### src/rtl/apb_pkg.sv
// Shared APB master types: FSM state encoding, bus widths and the latched request bundle.
package apb_pkg;

  localparam int APB_ADDR_W     = 32;
  localparam int APB_DATA_W     = 32;
  localparam int APB_MAX_SLAVES = 16;

  typedef enum logic [1:0] {
    IDLE   = 2'd0,
    SETUP  = 2'd1,
    ACCESS = 2'd2,
    RESP   = 2'd3
  } apb_state_t;

  typedef struct packed {
    logic                  write;
    logic [APB_ADDR_W-1:0] addr;
    logic [APB_DATA_W-1:0] wdata;
  } apb_req_t;

endpackage

### src/rtl/apb_decoder.sv
// Combinational slave decode: 4-bit index to one-hot PSEL, flagging indices beyond the populated slaves.
module apb_decoder
  import apb_pkg::*;
#(
  parameter int NUM_SLAVES = 16
) (
  input  logic [3:0]                index,
  output logic [APB_MAX_SLAVES-1:0] psel,
  output logic                      decode_err
);

  always_comb begin
    psel       = '0;
    decode_err = (int'(index) >= NUM_SLAVES);
    if (!decode_err) psel[index] = 1'b1;
  end

endmodule

### src/rtl/apb_master.sv
// APB master bridge: valid/ready request -> SETUP -> ACCESS (PREADY waits) -> held response; 3-cycle zero-wait latency.
// One transfer in flight, new requests stall until the response is taken. Optional ACCESS timeout: APB_MASTER_TIMEOUT_EN.
module apb_master
  import apb_pkg::*;
#(
  parameter int NUM_SLAVES     = 16,
  parameter int SEL_LSB        = 12,
  parameter int TIMEOUT_CYCLES = 256
) (
  input  logic                      PCLK,
  input  logic                      PRESET,
  input  logic                      req_valid,
  output logic                      req_ready,
  input  logic                      req_write,
  input  logic [APB_ADDR_W-1:0]     req_addr,
  input  logic [APB_DATA_W-1:0]     req_wdata,
  output logic                      rsp_valid,
  input  logic                      rsp_ready,
  output logic [APB_DATA_W-1:0]     rsp_rdata,
  output logic                      rsp_err,
  output logic [APB_ADDR_W-1:0]     PADDR,
  output logic [APB_DATA_W-1:0]     PWDATA,
  output logic                      PWRITE,
  output logic [APB_MAX_SLAVES-1:0] PSEL,
  output logic                      PENABLE,
  input  logic [APB_DATA_W-1:0]     PRDATA,
  input  logic                      PREADY
);

  if (NUM_SLAVES < 1 || NUM_SLAVES > APB_MAX_SLAVES || TIMEOUT_CYCLES < 1) begin : g_bad_param
    $error("apb_master: parameter out of range");
  end

  apb_state_t                state;
  apb_req_t                  req_in;
  logic [APB_MAX_SLAVES-1:0] dec_psel;
  logic                      dec_err;
  logic                      tmo_hit;

  assign req_in    = '{write: req_write, addr: req_addr, wdata: req_wdata};
  assign req_ready = (state == IDLE);
  assign rsp_valid = (state == RESP);

  apb_decoder #(
    .NUM_SLAVES(NUM_SLAVES)
  ) u_decoder (
    .index     (req_in.addr[SEL_LSB+3:SEL_LSB]),
    .psel      (dec_psel),
    .decode_err(dec_err)
  );

`ifdef APB_MASTER_TIMEOUT_EN
  localparam int CNT_W = $clog2(TIMEOUT_CYCLES + 1);

  logic [CNT_W-1:0] tmo_cnt;

  // Counts stalled ACCESS cycles; the last allowed one aborts unless PREADY arrives with it.
  always_ff @(posedge PCLK) begin
    if (PRESET || state == SETUP) begin
      tmo_cnt <= '0;
    end else if (state == ACCESS && !PREADY) begin
      tmo_cnt <= tmo_cnt + CNT_W'(1);
    end
  end

  assign tmo_hit = (state == ACCESS) && (tmo_cnt == CNT_W'(TIMEOUT_CYCLES - 1));
`else
  assign tmo_hit = 1'b0;
`endif

  always_ff @(posedge PCLK) begin
    if (PRESET) begin
      state     <= IDLE;
      PSEL      <= '0;
      PENABLE   <= 1'b0;
      PADDR     <= '0;
      PWDATA    <= '0;
      PWRITE    <= 1'b0;
      rsp_rdata <= '0;
      rsp_err   <= 1'b0;
    end else begin
      case (state)
        IDLE: begin
          if (req_valid) begin
            if (dec_err) begin
              // Unpopulated slave: answer directly, the bus stays quiet.
              state     <= RESP;
              rsp_err   <= 1'b1;
              rsp_rdata <= '0;
            end else begin
              state  <= SETUP;
              PSEL   <= dec_psel;
              PADDR  <= req_in.addr;
              PWDATA <= req_in.wdata;
              PWRITE <= req_in.write;
            end
          end
        end
        SETUP: begin
          state   <= ACCESS;
          PENABLE <= 1'b1;
        end
        ACCESS: begin
          if (PREADY) begin
            state     <= RESP;
            PSEL      <= '0;
            PENABLE   <= 1'b0;
            rsp_rdata <= PWRITE ? '0 : PRDATA;
            rsp_err   <= 1'b0;
          end else if (tmo_hit) begin
            state     <= RESP;
            PSEL      <= '0;
            PENABLE   <= 1'b0;
            rsp_rdata <= '0;
            rsp_err   <= 1'b1;
          end
        end
        RESP: begin
          if (rsp_ready) begin
            state     <= IDLE;
            rsp_rdata <= '0;
            rsp_err   <= 1'b0;
          end
        end
        default: state <= IDLE;
      endcase
    end
  end

endmodule

### config.mk
export PLATFORM = sky130hd
export DESIGN_NAME = apb_master
export DESIGN_NICKNAME = d
export VERILOG_FILES = /design/src/rtl/apb_pkg.sv /design/src/rtl/apb_decoder.sv /design/src/rtl/apb_master.sv
export SDC_FILE = /design/constraint.sdc
export NUM_CORES = 1
export LEC_CHECK = 0
export BUFFER_PORTS_ARGS = -buffer_cell sky130_fd_sc_hd__buf_2
export CAP_MARGIN = 5
export CORE_ASPECT_RATIO = 1.1
export CORE_MARGIN = 8
export CORE_UTILIZATION = 43
export CTS_BUF_LIST = sky130_fd_sc_hd__clkbuf_4 sky130_fd_sc_hd__clkbuf_8
export CTS_CLUSTER_DIAMETER = 30
export CTS_CLUSTER_SIZE = 40
export DETAILED_ROUTE_END_ITERATION = 8
export GPL_TIMING_DRIVEN = 0
export PLACE_DENSITY_LB_ADDON = 0.08
export SLEW_MARGIN = 20
export SYNTH_ARGS = -nofsm -noshare
export SYNTH_HDL_FRONTEND = slang
export SYNTH_SLANG_ARGS = --single-unit
### constraint.sdc
create_clock -name PCLK -period 1.7 [get_ports PCLK]
set_input_delay 0.34 -clock PCLK [delete_from_list [all_inputs] [get_ports PCLK]]
set_output_delay 0.34 -clock PCLK [all_outputs]
set_load 0.01 [all_outputs]
==> key figures, run 1 <==
Yosys
  – Post-Synthesis Cells: between 500 and 600
  – Synthesized Nets: between 600 and 700
  – Seq cells post-synth: 116
  – Cell Area, Synth: about 4500 um2
  – Synthesis warning total: 0
  – Netlist cell types: 34
  – Largest family of logic cells by synthesized area: simple AND/OR/NAND/NOR gates
  – Synth Area in Simple Gates: 0.236
  – Primary FF master, synth: dfxtp_1
  – Post-synthesis compound-gate area fraction: 0.0960
  – Mux contribution to synthesized area: 0.0800
  – Async set or reset register ratio after synthesis: 0
  – Post-synth EDFFs: 0
  – Avg Inst Size Synth: approximately 8.4 um2
  – Register area share after synthesis: 0.521
  – Synth Area in XOR/XNOR: 0
  – Synth Area in Adders: 0.0196

Final layout
  – Diodes inserted: 0
  – Most frequent cells in the layout: buf_2 (225), nand2_1 (212), dfxtp_1 (114), a21oi_1 (65), mux2i_1 (33)
  – Area Growth Syn to Fin: 39.5%
  – Share of post-route cells with drive strength above 1: 0.367
  – Footprint of the multi-input gates: 1940 um2
  – Final instance area: around 6200 um2
  – Seq. cell area: 2320 um2
  – Layout Utilization: 0.607
  – Nets@finish: ~880
  – Fin cells: 906
  – Commonest non-fill, non-tap cell in the layout: buf_2
  – Filler cell count: 950

Global routing
  – First-pass GRT wire length: ~21000 um
  – Vias in the first global route: around 4300
  – Initial antenna violation count: 0
  – Aggregate global-route resource usage: 0.186
  – Gr ovfl total: 0
  – Largest net degree at the start of global routing: 17

Clock network
  – CTS Buf Count: 17
  – Hold_buf cts: 0
  – Max clock buf depth: 2
  – Clock sinks: roughly 120
  – Clock latency on the worst-skew pair: ~420 ps
  – Clock tree root buffer cell: clkbuf_8
  – Htree depth: 4
  – Clock slew at reported path FFs: about 70 ps
  – CTS tree: built

Worst setup path
  – WP data arrival: 1260 ps
  – R2r setup slk: 110 ps
  – Critical Path RT: roughly 1400 ps
  – Critical path startpoint category: register
  – Origin of the worst setup path: state[1]
  – FF-to-FF Start: state[1]
  – Crit-path max FO: 6
  – CP max stage delay: 390 ps
  – R2R cell count: 6
  – CP Capture Type: output port
  – R2r endpoint: PSEL[5]
  – Crit path kind: register to output port
  – CP cell instances: inv_1 > ha_2 > buf_2
  – CP max stage cell: dfxtp_2

Routing
  – Initial DRC count: about 200
  – Final wirelength: about 13000 um
  – Via density: ~4.8
  – Drc violations: 0
  – Detailed Routing Iterations Pass 1: 4
  – Via Count: about 4400
  – Drt wl/cell: around 15 um
  – Post-detailed-route count of antenna-violating nets: 0

Placement
  – Placement Setup Slack: -210 ps
  – Number of buffers added on ports: between 200 and 250
  – Gpl congestion: 0.791
  – Placed inst area: approximately 5700 um2
  – HPWL after DPL: 10300 um
  – Placed cells: between 800 and 900

STA
  – RSZ-0062 raised after global routing: false
  – Worst-Margin Slew: 654 ps
  – Final Hold Vio Count: 0
  – Fmax: between 0.6 and 0.7 GHz
  – Final Max Tran Viols: 0
  – Final period utilization: 0.939
  – Max_slew headroom: 0.563
  – Hold slack: 147 ps
  – Worst Slack Setup Final: about 100 ps
  – Minimum clock period: ~1600 ps
  – Clock Skew: approximately 4.6 ps
  – Fin Setup TNS: 0 ps
  – # setup viols final: 0

Floorplan
  – Core ar.: ~10000 um2
  – Initial cell density of the core: 0.435
  – Die Wd: about 110 um
  – Die ar.: roughly 14000 um2
  – Row cnt: 39
  – Die Span Y: about 120 um
  – Io pins: between 200 and 250

Power and ir drop
  – Static leakage: just under 3 nW
  – Pwr Total: about 9.8 mW
  – Pwr/cell area: between 1500 and 2000 nW/um2
  – Max VDD drop: 0.796 mV

Worst hold path
  – Hold Crit Class: primary input to register
  – Hold Path Stages: 3
  – Hold EP: PWDATA[28]
  – Hold path start: req_wdata[28]

Run status
  – Status: finished, final reports clean

Job
  – Maxcap violations: 0
[Yosys cell counts, types with 2 or more instances]
| master | number | area share |
|---|---|---|
| nand2_1 | 212 | 0.18 |
| nor3_1 | 4 | 0.0045 |
| buf_2 | 13 | 0.015 |
| mux2i_1 | 33 | 0.074 |
| clkbuf_1 | 18 | 0.015 |
| nor2b_1 | 2 | 0.0028 |
| inv_1 | 2 | 0.0017 |
| nor2_1 | 3 | 0.0025 |
| ha_1 | 7 | 0.020 |
| buf_1 | 2 | 0.0017 |
| o21ai_0 | 16 | 0.018 |
| buf_8 | 3 | 0.010 |
| a21oi_1 | 65 | 0.073 |
| nand4_1 | 16 | 0.022 |
| nor3b_1 | 4 | 0.0067 |
| dfxtp_1 | 116 | 0.52 |
[report_power, final]
| group | total [mW] | internal [mW] | switching, mW |
|---|---|---|---|
| clock | 2.92 | 1.86 | 1.06 |
| combinational | 3.30 | 1.42 | 1.88 |
| sequential | 3.56 | 3.27 | 0.291 |
| total | 9.78 | 6.55 | 3.23 |
[cell type report]
class,instances,area share
repair buffers,218,0.178
multi-input cells,377,0.312
inverters,3,0.00181
clock inverters,10,0.0286
plain buffers,37,0.0354
well taps,123,0.0247
flip-flops and latches,116,0.374
clock buffers,22,0.0457
[worst max-delay path by stage]
stage | to | slack [ps]
floorplan | rsp_rdata[30] | 60
global placement | rsp_rdata[1] | -130
detailed placement | rsp_rdata[12] | -210
CTS | PSEL[14] | 7
global route | PSEL[12] | 1
finish | req_ready | 100
[sequential cells by signal (all words and copies together) (netlist names)]
| register | flops |
|---|---|
| PADDR | 32 |
| PWDATA | 32 |
| rsp_rdata | 32 |
| PSEL | 16 |
| state | 2 |
| PENABLE | 1 |
| PWRITE | 1 |
[worst max-delay path: cells and delay by family, from the launching register on]
family | cells | cell delay, ps
adder cells (fa/ha/maj) | 1 | 200
flip-flops | 1 | 390
buffers and inverters | 2 | 250
[metal layers]
metal / track usage / share of wire / up-vias
met3: 0.0960 / 0.11 / 18
met2: 0.309 / 0.48 / 160
met1: 0.198 / 0.39 / 1966
li1: - / - / 2224
met4: 0.0750 / 0.016 / 0
met5: 0 / 0 / -
[what timing repair did]
item	4_1_cts	5_1_grt
pin swaps	1	0
gates resized for setup	9	21
buffers inserted	1	0
endpoints found under the setup margin	92	98
[logic make-up (layout without fill, tap and decap cells)]
| family | count (synthesis) | in the layout |
|---|---|---|
| and+or+nand+nor | 250 | 250 |
| DFF | 116 | 116 |
| AOI/OAI and AO/OA | 84 | 84 |
| buffers and inverters | 41 | 290 |
| muxes | 35 | 35 |
| adders and majority gates | 7 | 7 |
| other | 1 | 1 |
No activity file was read; power rests on OpenSTA's default activity.
==> inputs of run 2 (changes only) <==
- CORE_UTILIZATION: 43 -> 47
- clock period: 1.7 -> 1.8 ns (I/O delays scaled with it)
==> key figures, run 2 (synthesized netlist as in run 1, its figures left out) <==
Run status
  – Status: finished, final reports clean

Worst hold path
  – Hold path start: req_wdata[4]
  – Hold EP: PWDATA[4]
  – Hold Path Stages: 3
  – Hold Crit Class: primary input to register

Clock network
  – Max clock buf depth: 2
  – Clock slew at reported path FFs: 60 ps
  – Clock sinks: between 100 and 150
  – Hold_buf cts: 0
  – CTS tree: built
  – Clock tree root buffer cell: clkbuf_8
  – Htree depth: 4
  – Clock latency on the worst-skew pair: between 400 and 500 ps
  – CTS Buf Count: 17

STA
  – Clock Skew: between 5 and 6 ps
  – Final period utilization: 0.941
  – Max_slew headroom: 0.602
  – RSZ-0062 raised after global routing: true
  – Hold slack: about 170 ps
  – # setup viols final: 0
  – Fmax: between 0.5 and 0.6 GHz
  – Final Max Tran Viols: 0
  – Final Hold Vio Count: 0
  – Worst-Margin Slew: 596 ps
  – Minimum clock period: about 1700 ps

Worst setup path
  – R2r endpoint: PSEL[5]
  – Family with the most delay on the worst path: flip-flops
  – Critical path startpoint category: register
  – CP Capture Type: register
  – CP cell instances: inv_1 > ha_1 > mux2_4 > and2_4 > clkbuf_2 > o21ai_0
  – Critical Path RT: 2140 ps
  – Crit path buf inv count: 2
  – CP max stage cell: dfxtp_2
  – R2r setup slk: between 100 and 150 ps
  – WP depth: 6
  – Crit-path max FO: 10
  – CP max stage delay: about 390 ps
  – FF-to-FF Start: state[1]
  – Crit path kind: register to register
  – R2R cell count: 6
  – WP data arrival: slightly above 2000 ps

Final layout
  – Diodes inserted: 0
  – Share of post-route cells with drive strength above 1: 0.361
  – Largest regs: PADDR: 32 flops, PWDATA: 32 flops, rsp_rdata: 32 flops
  – Nets@finish: 881
  – Layout Utilization: 0.653
  – Commonest non-fill, non-tap cell in the layout: buf_2
  – Area Growth Syn to Fin: 36.2%
  – Most frequent cells in the layout: buf_2 (229), nand2_1 (212), dfxtp_1 (114), a21oi_1 (65), mux2i_1 (33)
  – Filler cell count: roughly 840

Power and ir drop
  – Sequential group share of total power: 0.395
  – Pwr Total: 8.52 mW
  – Sw Ratio: 0.351
  – Static leakage: roughly 2.9 nW
  – NetSw: between 2 and 3 mW
  – Max VDD drop: roughly 0.67 mV
  – Combinational share of power: 0.358
  – Cell Int Power: 5.53 mW
  – Pwr/cell area: 1400 nW/um2
  – Clock power share: 0.247

Routing
  – Initial DRC count: between 100 and 150
  – Detailed Routing Iterations Pass 1: 5
  – Final wirelength: 13100 um
  – Post-detailed-route count of antenna-violating nets: 0
  – Via density: 4.83
  – Drt wl/cell: 14.6 um
  – Via Count: roughly 4300
  – Drc violations: 0

Floorplan
  – Die Wd: between 100 and 150 um
  – Io pins: between 200 and 250
  – Die ar.: 12900 um2
  – Row cnt: 37
  – Initial cell density of the core: 0.479
  – Die Span Y: 118 um
  – Core ar.: 9310 um2

Placement
  – Number of buffers added on ports: between 200 and 250
  – HPWL after DPL: 10300 um
  – Gpl congestion: about 0.81

Global routing
  – First-pass GRT wire length: 20800 um
  – Largest net degree at the start of global routing: 17
  – Initial antenna violation count: 0
  – Vias in the first global route: between 4000 and 5000
  – Aggregate global-route resource usage: 0.201
  – Gr ovfl total: 0

Job
  – Maxcap violations: 0
run 2: cell count changes in the layout (fill, tap and decap cells not counted), sizes merged:
cell / previous run / this run
buf: 232 / 237
clkinvlp: 1 / 0
bufinv: 5 / 0
clkinv: 5 / 6
run 2: cell type report:
type	instances	area, um2	share of cell area
Clock buffer	25	325	0.0536
Multi-Input combinational cell	377	1930	0.318
Sequential cell	116	2320	0.383
Buffer	38	208	0.0342
Clock inverter	5	25.0	0.00412
Tap cell	117	146	0.0241
Inverter	3	11.3	0.00185
Timing Repair Buffer	219	1100	0.181
run 2: worst max path at each step:
stage                  start            end
floorplan           state[0]  rsp_rdata[30]
global placement    state[0]   rsp_rdata[5]
detailed placement  state[0]  rsp_rdata[23]
CTS                 state[1]      PADDR[17]
global route        state[1]        PSEL[5]
finish              state[1]        PSEL[5]
run 2: worst min-delay path, delay by kind of cell:
family,cells,cell delay (ps)
AND/OR/NAND/NOR,1,40
AO/OA/AOI/OAI,1,50
buffers and inverters,1,90
run 2: routing by layer:
metal,part of all wire,vias to the layer above,track usage
met4,0.012,0,0.0668
met3,0.11,16,0.103
met5,0,-,0
met2,0.49,155,0.336
li1,-,2234,-
met1,0.38,1942,0.211
run 2: metrics by stage:
step	setup WS [ps]	std cells	instance area (um2)	TNS, ps
CTS	5.04	900	6060	0
detailed placement	-104	868	5690	-2240
global route	-15.5	900	6070	-28.9
finish	105	900	6070	0
floorplan	155	534	4460	0
global placement	-37.7	868	5690	-958
run 2: power groups by stage:
stage	Clock (mW)	Combinational [mW]	Sequential, mW
floorplan	0	1.71	3.63
global placement	0	2.94	3.39
detailed placement	0	3.01	3.41
CTS	2.16	3.07	3.36
global route	2.28	3.39	3.44
finish	2.10	3.05	3.37
run 2: timing repair:
item | CTS | global route
resized for setup | 2 | 16
pin swaps | 1 | 0
hold endpoints to repair | 0 | 0
setup endpoints to repair | 35 | 88
buffers inserted | 2 | 0
cloned | 0 | 0
==> inputs of run 3 (changes only) <==
- CORE_UTILIZATION: 47 -> 43
- clock period: 1.8 -> 1.51 ns (I/O delays scaled with it)
==> key figures, run 3 (synthesized netlist as in run 1, its figures left out) <==
Power and ir drop
  – Pwr/cell area: between 1500 and 2000 nW/um2
  – Static leakage: roughly 3.0 nW
  – Max VDD drop: 0.785 mV

STA
  – Worst Slack Setup Final: -16.2 ps
  – Final Hold Vio Count: 0
  – Final Max Tran Viols: 0
  – Final period utilization: 1.01
  – Worst-Margin Slew: ~510 ps
  – RSZ-0062 raised after global routing: true
  – Clock Skew: approximately 8.7 ps
  – Fmax: between 0.6 and 0.7 GHz
  – Hold slack: between 100 and 150 ps
  – Minimum clock period: roughly 1500 ps
  – Max_slew headroom: 0.660
  – # setup viols final: 4

Floorplan
  – Io pins: approximately 220
  – Core ar.: slightly above 10000 um2
  – Die Wd: 113 um
  – Row cnt: 39
  – Die ar.: 13900 um2
  – Die Span Y: around 120 um
  – Initial cell density of the core: 0.435

Final layout
  – Area Growth Syn to Fin: 42.6%
  – Largest regs: PADDR: 32 flops, PWDATA: 32 flops, rsp_rdata: 32 flops
  – Commonest non-fill, non-tap cell in the layout: buf_2
  – Most frequent cells in the layout: buf_2 (222), nand2_1 (212), dfxtp_1 (114), a21oi_1 (65), mux2i_1 (33)
  – Nets@finish: between 800 and 900
  – Diodes inserted: 0
  – Final instance area: about 6400 um2
  – Share of post-route cells with drive strength above 1: 0.382

Placement
  – HPWL after DPL: 10500 um
  – Number of buffers added on ports: roughly 220
  – Gpl congestion: ~0.77
  – Placed inst area: about 5700 um2

Global routing
  – Gr ovfl total: 0
  – Vias in the first global route: roughly 4300
  – First-pass GRT wire length: ~21000 um
  – Initial antenna violation count: 0
  – Largest net degree at the start of global routing: 17
  – Aggregate global-route resource usage: 0.188

Clock network
  – Clock sinks: roughly 120
  – CTS tree: built
  – Max clock buf depth: 2
  – Clock slew at reported path FFs: 70 ps
  – Clock latency on the worst-skew pair: roughly 420 ps
  – CTS Buf Count: 17
  – Clock tree root buffer cell: clkbuf_8
  – Htree depth: 4

Worst setup path
  – Critical path startpoint category: register
  – CP cell instances: inv_6 > ha_4 > nor2b_4 > nor3_4 > buf_12 > buf_12 > mux2i_1
  – CP max stage cell: dfxtp_4
  – Crit-path most repeated cell: buf_12
  – CP max stage delay: slightly below 400 ps
  – Crit-path max FO: 10
  – WP data arrival: around 1900 ps
  – Critical Path RT: approximately 1900 ps
  – Crit path kind: register to register
  – CP Capture Type: register

Routing
  – Detailed Routing Iterations Pass 1: 7
  – Post-detailed-route count of antenna-violating nets: 0
  – Via density: between 4 and 5
  – Drc violations: 0
  – Final wirelength: roughly 13000 um
  – Drt wl/cell: approximately 15 um
  – Via Count: roughly 4400
  – Initial DRC count: 191

Job
  – Maxcap violations: 0

Worst hold path
  – Hold Crit Class: primary input to register

Run status
  – Failing checks: setup timing
  – Status: finished with violations
## run 3: cell count changes in the layout (fill, tap and decap cells not counted), sizes merged
| cell | change |
|---|---|
| buf | +12 |
| clkinv | -1 |
| clkbuf | -9 |
| clkinvlp | +2 |
| bufinv | +3 |
## run 3: through the flow
stage                     TNS, ps  utilization  setup slack (ps)  std cells  power (mW)
after floorplan                 0            -              11.9        534        6.42
after global placement     -13380        0.558              -200        874        7.61
after detailed placement   -16650        0.558              -244        874        7.73
after CTS                    -623        0.610             -38.0        908        11.1
after global routing        -1940        0.621             -86.4        913        11.9
final                       -25.8        0.621             -16.2        913        11.2
## run 3: layer usage
metal / up-vias / part of all wire / GRT usage
met3: 18 / 0.093 / 0.0817
li1: 2236 / - / -
met1: 1979 / 0.41 / 0.204
met4: 0 / 0.018 / 0.0842
met2: 157 / 0.48 / 0.314
met5: - / 0 / 0
## run 3: what timing repair did
item | CTS | global route
cloned | 0 | 0
setup endpoints to repair | 95 | 102
buffers inserted | 2 | 5
resized for setup | 34 | 42
hold buffers | 0 | 0
pin swaps | 1 | 2
## run 3: worst paths after layout
kind / start / endpoint / slack, ps / cells after the start
setup reg to reg: state[0] / rsp_rdata[15] / -20 / 7
hold reg to reg: PSEL[10] / PSEL[10] / 450 / 2
hold / removal: req_addr[3] / PADDR[3] / 120 / 3
setup / recovery: state[0] / rsp_rdata[15] / -20 / 7
## run 3: worst max-delay path, delay by kind of cell, from the launching register on
| kind | cells | cell delay, ps |
|---|---|---|
| muxes | 1 | 200 |
| buffers and inverters | 3 | 340 |
| adders and majority gates | 1 | 180 |
| DFF | 1 | 390 |
| and+or+nand+nor | 2 | 350 |
## run 3: report_power, final
part,switching [mW],leakage [nW],internal (mW)
combinational,2.23,1.83,1.93
sequential,0.336,0.948,3.69
clock,1.21,0.219,1.83
total,3.77,2.99,7.46
## run 3: final cells by class
class                      instances  area (um2)
fill                             954        3890
sequential                       116        2330
multi-input combinational        377        1980
timing repair buffer             224        1160
clock buffer                      23         304
buffer                            38         287
tap                              123         154
clock inverter                     9         125
inverter                           3        18.8
